==> config.mk <==
export PLATFORM = sky130hd
export DESIGN_NAME = metadata_insert_module
export DESIGN_NICKNAME = d
export VERILOG_FILES = /design/src/rtl/metadata_insert_module_pkg.sv /design/src/rtl/metadata_insert_module_byte_delay_line.sv /design/src/rtl/metadata_insert_module.sv
export SDC_FILE = /design/constraint.sdc
export NUM_CORES = 1
export LEC_CHECK = 0
export CAP_MARGIN = 20
export CELL_PAD_IN_SITES_DETAIL_PLACEMENT = 2
export CELL_PAD_IN_SITES_GLOBAL_PLACEMENT = 2
export CORE_MARGIN = 3
export CORE_UTILIZATION = 42
export CTS_CLUSTER_SIZE = 25
export DETAILED_ROUTE_END_ITERATION = 6
export PLACE_DENSITY_LB_ADDON = 0.1
export REMOVE_ABC_BUFFERS = 1
export SETUP_SLACK_MARGIN = 0.3
export SYNTH_ARGS = -nofsm -noshare
export SYNTH_HDL_FRONTEND = slang
export SYNTH_HIERARCHICAL = 1
export SYNTH_SLANG_ARGS = --single-unit
==> constraint.sdc <==
create_clock -name i_clk -period 2.8 [get_ports i_clk]
set_clock_uncertainty 0.1 [all_clocks]
set_input_delay 0.28 -clock i_clk [delete_from_list [all_inputs] [get_ports i_clk]]
set_output_delay 0.28 -clock i_clk [all_outputs]
set_load 0.05 [all_outputs]
==> src/rtl/metadata_insert_module_pkg.sv <==
// ---------------------------------------------------------------------------
// metadata_insert_module_pkg
// Shared definitions for the host-tx metadata insert stage and its host-rx
// counterpart (the strip/distinguish stage). Both sides must agree on the
// state encoding and on the metadata layout: a 19-bit control word in the
// top bits of a 64-bit word, followed by 45 zero bits.
// ---------------------------------------------------------------------------
package metadata_insert_module_pkg;

  localparam int META_BYTES  = 8;
  localparam int CTRL_W      = 19;
  localparam int META_ZERO_W = 45;
  localparam int META_W      = CTRL_W + META_ZERO_W;

  typedef enum logic [2:0] {
    IDLE_S  = 3'd0,
    META_S  = 3'd1,
    TRANS_S = 3'd2
  } pim_state_e;

  // Metadata goes out MSB first: byte 0 is meta[63:56], byte 7 is meta[7:0].
  function automatic logic [7:0] meta_byte(input logic [META_W-1:0] meta,
                                           input logic [2:0]        idx);
    return meta[META_W-1-8*int'(idx) -: 8];
  endfunction

endpackage

==> src/rtl/metadata_insert_module_byte_delay_line.sv <==
// ---------------------------------------------------------------------------
// byte_delay_line
// Fixed-depth shift register for {wr, 9-bit data} words. Shifts every cycle,
// including cycles where wr=0, so bubbles keep their position in the stream.
//
// Ports:
//   i_clk, i_rst_n  clock, asynchronous active-low reset
//   in_wr, in_data  word entering stage 0
//   out_wr, out_data  word leaving the last stage
// ---------------------------------------------------------------------------
module byte_delay_line #(
  parameter int DEPTH = 8
) (
  input  logic       i_clk,
  input  logic       i_rst_n,
  input  logic       in_wr,
  input  logic [8:0] in_data,
  output logic       out_wr,
  output logic [8:0] out_data
);

  logic [DEPTH-1:0]      wr_q;
  logic [DEPTH-1:0][8:0] data_q;

  // Plain shift: stage 0 takes the input, every other stage takes its
  // neighbour. Reset clears valid bits and data so a partly delivered packet
  // cannot leak out after reset is released.
  always_ff @(posedge i_clk or negedge i_rst_n) begin
    if (!i_rst_n) begin
      wr_q   <= '0;
      data_q <= '0;
    end else begin
      wr_q   <= {wr_q[DEPTH-2:0], in_wr};
      data_q <= {data_q[DEPTH-2:0], in_data};
    end
  end

  assign out_wr   = wr_q[DEPTH-1];
  assign out_data = data_q[DEPTH-1];

endmodule

==> src/rtl/metadata_insert_module.sv <==
// ---------------------------------------------------------------------------
// metadata_insert_module
// Host-transmit metadata insertion. Prepends 8 metadata bytes ({ctrl, 45'b0},
// MSB first) to each accepted packet. The payload is held back in a delay
// line while the metadata is emitted, then forwarded unchanged except that
// the head marker is cleared (on output the marker flags metadata byte 0
// and the packet tail). Heads that arrive while the output side is still
// busy are dropped and counted.
//
// Ports:
//   i_clk, i_rst_n   clock, asynchronous active-low reset
//   iv_data          [8]=head/tail marker, [7:0]=byte
//   i_data_wr        input byte valid
//   iv_ctrl_data     19-bit control word, sampled on the head byte
//   ov_data          [8]=meta byte 0 / packet tail marker, [7:0]=byte
//   o_data_wr        output byte valid
//   o_drop_pulse     one-cycle pulse per dropped packet
//   ov_drop_cnt      saturating dropped-packet count
//   pim_state        FSM state, for debug
// ---------------------------------------------------------------------------
module metadata_insert_module #(
  parameter int META_BYTES = 8,
  parameter int DROP_CNT_W = 16
) (
  input  logic                  i_clk,
  input  logic                  i_rst_n,
  input  logic [8:0]            iv_data,
  input  logic                  i_data_wr,
  input  logic [18:0]           iv_ctrl_data,
  output logic [8:0]            ov_data,
  output logic                  o_data_wr,
  output logic                  o_drop_pulse,
  output logic [DROP_CNT_W-1:0] ov_drop_cnt,
  output logic [2:0]            pim_state
);

  import metadata_insert_module_pkg::*;

  pim_state_e          state;
  pim_state_e          next_state;
  logic [2:0]          meta_cnt;
  logic [2:0]          next_meta_cnt;
  logic [META_W-1:0]   rv_meta;
  logic                r_in_busy;
  logic                r_in_disc;
  logic                r_entry_wr;
  logic [8:0]          r_entry_data;
  logic                dl_out_wr;
  logic [8:0]          dl_out_data;
  logic                head_seen;
  logic                tail_out;
  logic                fsm_free;
  logic                head_ok;
  logic                head_drop;
  logic                busy_byte;

  // A marked byte is a head only when no packet (accepted or discarded) is
  // open on the input side; otherwise the marker is that packet's tail.
  assign head_seen = i_data_wr & iv_data[8] & ~r_in_busy & ~r_in_disc;

  // The output side can take a new packet when idle, or on the very cycle
  // the previous tail leaves. Allowing the latter is what makes an 8-cycle
  // input gap sustainable: the old tail and the new metadata byte 0 come
  // out back to back.
  assign tail_out  = (state == TRANS_S) & dl_out_wr & dl_out_data[8];
  assign fsm_free  = (state == IDLE_S) | tail_out;
  assign head_ok   = head_seen & fsm_free;
  assign head_drop = head_seen & ~fsm_free;
  assign busy_byte = r_in_busy & i_data_wr;

  // Input-side packet flags. r_in_busy covers an accepted packet, r_in_disc
  // a dropped one; both close on the next marked byte.
  always_ff @(posedge i_clk or negedge i_rst_n) begin
    if (!i_rst_n) begin
      r_in_busy <= 1'b0;
      r_in_disc <= 1'b0;
    end else begin
      if (head_ok)
        r_in_busy <= 1'b1;
      else if (busy_byte && iv_data[8])
        r_in_busy <= 1'b0;

      if (head_drop)
        r_in_disc <= 1'b1;
      else if (r_in_disc && i_data_wr && iv_data[8])
        r_in_disc <= 1'b0;
    end
  end

  // Entry register in front of the delay line. Together with the 8 delay
  // stages it places payload byte k exactly one cycle after the last
  // metadata byte. The head byte enters with its marker cleared so that on
  // output only the real tail is marked.
  always_ff @(posedge i_clk or negedge i_rst_n) begin
    if (!i_rst_n) begin
      r_entry_wr   <= 1'b0;
      r_entry_data <= '0;
    end else begin
      r_entry_wr <= head_ok | busy_byte;
      if (head_ok)
        r_entry_data <= {1'b0, iv_data[7:0]};
      else if (busy_byte)
        r_entry_data <= iv_data;
      else
        r_entry_data <= '0;
    end
  end

  // Metadata word is captured once per accepted packet and held while the
  // FSM walks through its bytes.
  always_ff @(posedge i_clk or negedge i_rst_n) begin
    if (!i_rst_n)
      rv_meta <= '0;
    else if (head_ok)
      rv_meta <= {iv_ctrl_data, {META_ZERO_W{1'b0}}};
  end

  // Drop reporting: a pulse per dropped head and a counter that sticks at
  // all-ones instead of wrapping.
  always_ff @(posedge i_clk or negedge i_rst_n) begin
    if (!i_rst_n) begin
      o_drop_pulse <= 1'b0;
      ov_drop_cnt  <= '0;
    end else begin
      o_drop_pulse <= head_drop;
      if (head_drop && (ov_drop_cnt != {DROP_CNT_W{1'b1}}))
        ov_drop_cnt <= ov_drop_cnt + DROP_CNT_W'(1);
    end
  end

  byte_delay_line #(
    .DEPTH (META_BYTES)
  ) u_delay (
    .i_clk    (i_clk),
    .i_rst_n  (i_rst_n),
    .in_wr    (r_entry_wr),
    .in_data  (r_entry_data),
    .out_wr   (dl_out_wr),
    .out_data (dl_out_data)
  );

  // FSM state register, with the metadata byte index alongside it.
  always_ff @(posedge i_clk or negedge i_rst_n) begin
    if (!i_rst_n) begin
      state    <= IDLE_S;
      meta_cnt <= '0;
    end else begin
      state    <= next_state;
      meta_cnt <= next_meta_cnt;
    end
  end

  // Next-state logic: IDLE -> META for the 8 metadata bytes -> TRANS until
  // the tail has been emitted. A head accepted on the tail cycle goes
  // straight back to META.
  always_comb begin
    next_state    = state;
    next_meta_cnt = meta_cnt;
    case (state)
      IDLE_S: begin
        if (head_ok) begin
          next_state    = META_S;
          next_meta_cnt = '0;
        end
      end
      META_S: begin
        if (meta_cnt == 3'(META_BYTES - 1)) begin
          next_state    = TRANS_S;
          next_meta_cnt = '0;
        end else begin
          next_meta_cnt = meta_cnt + 3'd1;
        end
      end
      TRANS_S: begin
        if (tail_out) begin
          next_state    = head_ok ? META_S : IDLE_S;
          next_meta_cnt = '0;
        end
      end
      default: begin
        next_state    = IDLE_S;
        next_meta_cnt = '0;
      end
    endcase
  end

  // Output logic: metadata bytes come from the captured word, payload from
  // the last delay stage, nothing while idle.
  always_comb begin
    ov_data   = '0;
    o_data_wr = 1'b0;
    case (state)
      META_S: begin
        ov_data   = {(meta_cnt == 3'd0), meta_byte(rv_meta, meta_cnt)};
        o_data_wr = 1'b1;
      end
      TRANS_S: begin
        ov_data   = dl_out_data;
        o_data_wr = dl_out_wr;
      end
      default: begin
        ov_data   = '0;
        o_data_wr = 1'b0;
      end
    endcase
  end

  assign pim_state = state;

endmodule
==> flow_summary_export.csv, run 1 <==
group,metric,value,unit
floorplan,fp.dieW,112,um
cts,worstSkewPairLatency,0.52,ns
yosys,syn-cell-area,4700,um^2
cts,clock_sinks,133,
yosys,yosysWarnings,6,
placed_design,portBuffers,59,
final_layout,diodes,0,
timing,tns,0,ns
global_route,grt_pass1_vias,2957,
global_route,grt_max_degree,69,
cts,clk_pin_slew,0.06,ns
worst_setup_path,critPathRequiredTime,2.42,ns
yosys,synth.most_common_cell,"dfrtp_1",
worst_hold_path,hold_class,"input pin to flip-flop",
worst_setup_path,worstPathArrival,2.02,ns
placed_design,dpl_cell_area,5480,um^2
worst_setup_path,end_kind,"output port",
cts,clockBufferDepth,2,
route,totalWireLength,9850,um
final_layout,final_net_count,418,
timing,setup_slack,0.398,ns
global_route,antenna_found_initial,0,
timing,worst_slew_pin_slew,0.617,ns
placed_design,dp_slack,0.446,ns
yosys,yosys.area.top_type,"dfrtp_1",
final_layout,multi_input_comb_area,1280,um^2
route,drcViolationCount,0,
timing,maxSlewHeadroom,58.9,%
job,max_cap_violations,0,
floorplan,io_pins,61,
worst_setup_path,critPathKind,"flip-flop to output port",
cts,cts_buffers,17,
final_layout,final_layout_size_suffix_gt1_share,27.6,%
placed_design,place_hpwl,6070,um
route,wl_per_cell,18.5,um
yosys,yosys.area.top_type_share,70.7,%
route,drt_iter0_markers,101,
yosys,synth_cell_type_count,39,
pwr,powerDensity,1020,nW/um^2
route,dr.pass1.iters,4,
cts,root_buffer,"clkbuf_8",
yosys,async_reset_ff_share,100,%
cts,htreeDepth,4,
floorplan,die_area,12500,um^2
yosys,synth_common_cells,"dfrtp_1, mux2_2, nand2_1",
route,viasPerCell,4.92,
final_layout,layout.cells.non_filler,531,
yosys,synth_edf_count,0,
yosys,synth_ff_type,"dfrtp_1",
yosys,synthCells,307,
final_layout,n_fill_cell,985,
worst_setup_path,path_max_fanout,8,
timing,setup_viol,0,
final_layout,stdcell_area,6110,um^2
pwr,p_leak,2.88,nW
timing,timing.hold.ws,0.216,ns
timing,fmax,416,MHz
floorplan,start_util,43.2,%
floorplan,fp.dieH,112,um
yosys,syn_avg_cell_area,15.3,um^2
worst_setup_path,start_kind,"flip-flop",
final_layout,ff_latch_area,3330,um^2
timing,slew_violations,0,
global_route,track_usage,17.1,%
outcome,status,"complete, no violations",
placed_design,place_congestion,0.755,
floorplan,fp-row-count,38,
route,drtAntennaViolNets,0,
cts,tritoncts,"built",
global_route,overflow,0,
timing,fin_crit_sh,85.8,%
yosys,yosysSeqAreaShare,70.7,%
global_route,grt_pass1_wl,16200,um
placed_design,placed_cells,495,
timing,finalHoldViolCount,0,
route,vias,2612,
yosys,synth_top_cells_by_area,"dfrtp_1, mux2_2, xor2_1, ha_1, buf_4",
final_layout,area_delta_synth_final,29.8,%
pwr,ir_worst_vdd,589,uV
floorplan,coreArea,10900,um^2
timing,rsz0062_at_grt,"no",
timing,period_needed,2.40,ns
yosys,ys_ff_latch,133,
path summary, 6_finish.rpt:
path / from / slack [ns] / cells after the start / end
min in group asynchronous: i_rst_n / 0.23 / 2 / rv_meta[63]
min reg2reg: u_delay/data_q[9] / 0.25 / 0 / u_delay/data_q[18]
max in group asynchronous: i_rst_n / 1.58 / 3 / u_delay/data_q[45]
min: iv_data[0] / 0.22 / 2 / r_entry_data[0]
max reg2reg: pim_state[1] / 0.69 / 6 / ov_drop_cnt[9]
max: pim_state[1] / 0.40 / 7 / ov_data[6]
flip-flops by register name, indices dropped and copies added, names as in the netlist:
signal and count:
rv_meta 19, r_entry_wr 1, u_delay/out_data 9, meta_cnt 3, o_drop_pulse 1, r_in_disc 1
r_entry_data 9, u_delay/wr_q 8, pim_state 2, ov_drop_cnt 16, u_delay/data_q 63, r_in_busy 1
through the flow:
step | total power, mW | utilization [%]
6_report | 6.26 | 56.1
5_1_grt | 6.62 | 56.1
4_1_cts | 6.30 | 55.6
3_5_place_dp | 4.27 | 50.4
3_3_place_gp | 4.18 | 50.4
2_1_floorplan | 3.57 | -
report_power, final:
| group | switching [mW] | leakage, nW | total (mW) | internal [mW] |
|---|---|---|---|---|
| clock | 0.796 | 0.245 | 1.92 | 1.13 |
| combinational | 0.888 | 0.869 | 1.67 | 0.780 |
| sequential | 0.262 | 1.76 | 2.67 | 2.41 |
cells in the final DEF, fill, tap and decap left out, types with 4 or more instances in the layout:
| master | count |
|---|---|
| nor4_1 | 5 |
| mux2_2 | 28 |
| a22oi_1 | 8 |
| nand2_1 | 16 |
| clkinvlp_4 | 5 |
| inv_1 | 6 |
| nor2b_2 | 6 |
| and2_1 | 10 |
| and3_1 | 5 |
| buf_12 | 9 |
| clkbuf_16 | 16 |
| clkdlybuf4s50_1 | 48 |
| dfrtp_1 | 130 |
| buf_4 | 9 |
| nand4_1 | 6 |
| xor2_1 | 14 |
| ha_1 | 5 |
| nand3_1 | 4 |
kinds of logic (layout without fill, tap and decap cells):
| kind of cell | count (synthesis) | in the layout | synth area share [%] |
|---|---|---|---|
| buf+inv | 25 | 109 | 3.30 |
| fa+ha+maj | 8 | 8 | 2.13 |
| simple gates | 72 | 72 | 10.2 |
| mux | 29 | 29 | 6.94 |
| compound gates | 24 | 24 | 3.78 |
| flops | 133 | 133 | 70.7 |
| xor+xnor | 15 | 15 | 2.79 |
| other cells | 1 | 1 | 0.0797 |
cell type report:
| cell class | instances | share of cell area [%] |
|---|---|---|
| clock buffers | 20 | 7.29 |
| well taps | 140 | 2.87 |
| flip-flops and latches | 133 | 54.5 |
| multi-input cells | 149 | 21.0 |
| repair buffers | 70 | 12.5 |
| clock inverters | 11 | 1.29 |
| inverters | 8 | 0.492 |
repair_timing:
| item | in CTS | in global routing |
|---|---|---|
| gates cloned | 0 | 0 |
| pin swaps | 1 | 2 |
| setup endpoints to repair | 10 | 10 |
| setup buffers | 0 | 4 |
| hold buffers | 1 | 0 |
| gates resized for setup | 17 | 12 |
| endpoints found under the hold margin | 67 | 0 |
worst max-delay path, cell delays in order, from the launching register on:
cell and delay, ns:
dfrtp_2 0.42, inv_2 0.09, ha_4 0.17, nor3b_2 0.19
buf_6 0.16, a22oi_1 0.10, a21boi_2 0.21, buf_12 0.16
routing by layer:
layer / wire length, um / up-vias / GRT usage [%]
li1: - / 1178 / -
met1: 4180 / 1354 / 20.9
met2: 5020 / 65 / 28.3
met3: 474 / 15 / 5.33
met4: 177 / 0 / 7.30
met5: 0 / - / 0
Power figures use the tool's default switching activity.
==> run 2, diff against run 1 <==
--- a/config.mk
+++ b/config.mk
@@ -8,6 +8,7 @@
 export CAP_MARGIN = 20
 export CELL_PAD_IN_SITES_DETAIL_PLACEMENT = 2
 export CELL_PAD_IN_SITES_GLOBAL_PLACEMENT = 2
+export CORE_ASPECT_RATIO = 1.2
 export CORE_MARGIN = 3
 export CORE_UTILIZATION = 42
 export CTS_CLUSTER_SIZE = 25
==> run 2 against run 1 <==
Effect of this change:
- sequential share of layout area grew 0.18 points
- non-clock buffer count is 1 lower
- critical path depth stayed put
- combinational power about the same
- die area is essentially flat
- fmax up 0.84%
- utilization rose by 0.66 points
- critical path type unchanged
- highest routed layer unchanged
- sequential power rose by 1%
- wire length grew 13%
==> flow_summary_export.csv, run 2 (synthesis results as in run 1) <==
group,metric,value,unit
placed_design,dp_slack,0.461,ns
cts,tritoncts,"built",
cts,worstSkewPairLatency,0.41,ns
worst_setup_path,r2r_cells,6,
pwr,clkPwrFrac,32.1,%
timing,fin_crit_sh,85.1,%
timing,period_needed,2.38,ns
worst_setup_path,setup.worst_path.start,"pim_state[1]",
worst_setup_path,critPathKind,"flip-flop to output port",
route,viasPerCell,5.10,
global_route,antenna_found_initial,0,
placed_design,dpl_cell_area,5470,um^2
worst_setup_path,worstPathArrival,2.00,ns
placed_design,placed_cells,485,
final_layout,layout.cells.non_filler,520,
placed_design,place_congestion,0.769,
route,wl_per_cell,21.4,um
final_layout,layout_common_cells,"dfrtp_1, clkdlybuf4s50_1, mux2_2, clkbuf_16, nand2_1",
worst_setup_path,critPathRequiredTime,2.42,ns
route,drt_iter0_markers,89,
global_route,track_usage,20.0,%
timing,setup_viol,0,
worst_setup_path,rr_startpoint,"pim_state[1]",
final_layout,stdcell_area,6090,um^2
pwr,combPwrFrac,25.8,%
global_route,busiest_layer,"met2",
global_route,grt_max_degree,77,
timing,maxSlewHeadroom,53.6,%
worst_setup_path,r2r_setup_slack,0.50,ns
route,totalWireLength,11200,um
placed_design,portBuffers,59,
final_layout,top_regs,"u_delay/data_q x63, rv_meta x19, ov_drop_cnt x16",
pwr,ir_worst_vdd,493,uV
cts,htreeDepth,4,
final_layout,final_common_cell,"dfrtp_1",
worst_setup_path,r2r-end,"ov_drop_cnt[11]",
global_route,overflow,0,
pwr,power.internal,4.35,mW
pwr,p_sw_share,32.5,%
final_layout,largest_reg_flops,63,
worst_setup_path,start_kind,"flip-flop",
timing,fmax,420,MHz
global_route,met2_usage,34.9,%
worst_hold_path,whs_path_depth,0,
timing,setup_slack,0.418,ns
route,drcViolationCount,0,
final_layout,final_net_count,417,
timing,worst_slew_pin_slew,0.696,ns
cts,clk_pin_slew,0.06,ns
route,vias,2651,
final_layout,regMostFlops,"u_delay/data_q",
floorplan,start_util,43.9,%
worst_setup_path,cp_slowest_cell,"dfrtp_1",
global_route,grt_pass1_vias,3260,
route,dr.pass1.iters,4,
pwr,powerDensity,1060,nW/um^2
timing,finalHoldViolCount,0,
pwr,p_leak,2.89,nW
worst_hold_path,worstHoldStart,"u_delay/data_q[39]",
placed_design,place_hpwl,6220,um
global_route,grtUsageMet3,4.81,%
floorplan,die_area,12500,um^2
global_route,grtUsageMet1,23.5,%
floorplan,io_pins,61,
cts,root_buffer,"clkbuf_16",
worst_setup_path,critPathMaxStageDelay,0.42,ns
timing,slew_violations,0,
final_layout,fin_util,56.8,%
worst_setup_path,path_max_fanout,9,
floorplan,fp.dieH,122,um
worst_hold_path,hold_class,"flip-flop to flip-flop",
worst_setup_path,end_kind,"output port",
final_layout,area_delta_synth_final,29.4,%
worst_setup_path,crit_chain,"inv_2 -> ha_4 -> nor3b_4 -> buf_4 -> a22oi_1 -> nor2b_1 -> buf_12",
final_layout,final_layout_size_suffix_gt1_share,26.1,%
final_layout,diodes,0,
pwr,netSwitchingPower,2.10,mW
cts,clockBufferDepth,2,
pwr,seqPwrFrac,42.1,%
timing,tns,0,ns
global_route,grt_pass1_wl,18300,um
floorplan,fp-row-count,41,
floorplan,coreArea,10700,um^2
floorplan,fp.dieW,103,um
timing,rsz0062_at_grt,"yes",
outcome,status,"complete, no violations",
worst_hold_path,min_to,"u_delay/data_q[48]",
cts,cts_buffers,17,
job,max_cap_violations,0,
route,drtAntennaViolNets,0,
cts,clock_sinks,133,
[run 2: per-layer routing]
metal  vias up  wire length [um]
li1       1181                 -
met1      1389              4390
met2        64              6200
met3        17               389
met4         0               171
met5         -                 0
[run 2: repair_timing]
item / 4_1_cts / 5_1_grt
hold buffers: 1 / 0
endpoints found under the hold margin: 73 / 0
resized for setup: 12 / 6
setup endpoints to repair: 9 / 10
buffers inserted: 0 / 2
[run 2: per-stage QoR]
step	hold WS (ns)	power, mW
final	0.245	6.45
after global routing	0.258	6.79
after CTS	0.250	6.52
after detailed placement	0.236	4.27
after global placement	0.232	4.18
after floorplan	-0.116	3.57
[run 2: worst max-delay path by stage]
stage | cells after the start | to
after CTS | 4 | o_data_wr
after detailed placement | 7 | ov_data[7]
after global placement | 4 | o_data_wr
final | 7 | ov_data[4]
after global routing | 7 | ov_data[4]
after floorplan | 4 | ov_data[5]
[run 2: power by group through the flow]
stage	sequential, mW	clock, mW	combinational, mW
detailed placement	2.71	0	1.56
global placement	2.66	0	1.52
global route	2.78	2.22	1.78
finish	2.71	2.07	1.66
floorplan	2.73	0	0.844
CTS	2.73	2.13	1.66
[run 2: critical path, delay by kind of cell (launching register included)]
family	cells	cell delay [ns]
flops	1	0.42
fa+ha+maj	1	0.18
buf+inv	3	0.45
simple gates	2	0.44
compound gates	1	0.09
[run 2: cell type report]
type                            instances  area (um^2)
Tap cell                              129          161
Clock inverter                         14          118
Fill cell                             961         4640
Clock buffer                           18          439
Timing Repair Buffer                   69          742
Multi-Input combinational cell        149         1260
Sequential cell                       133         3330
Inverter                                8         30.0
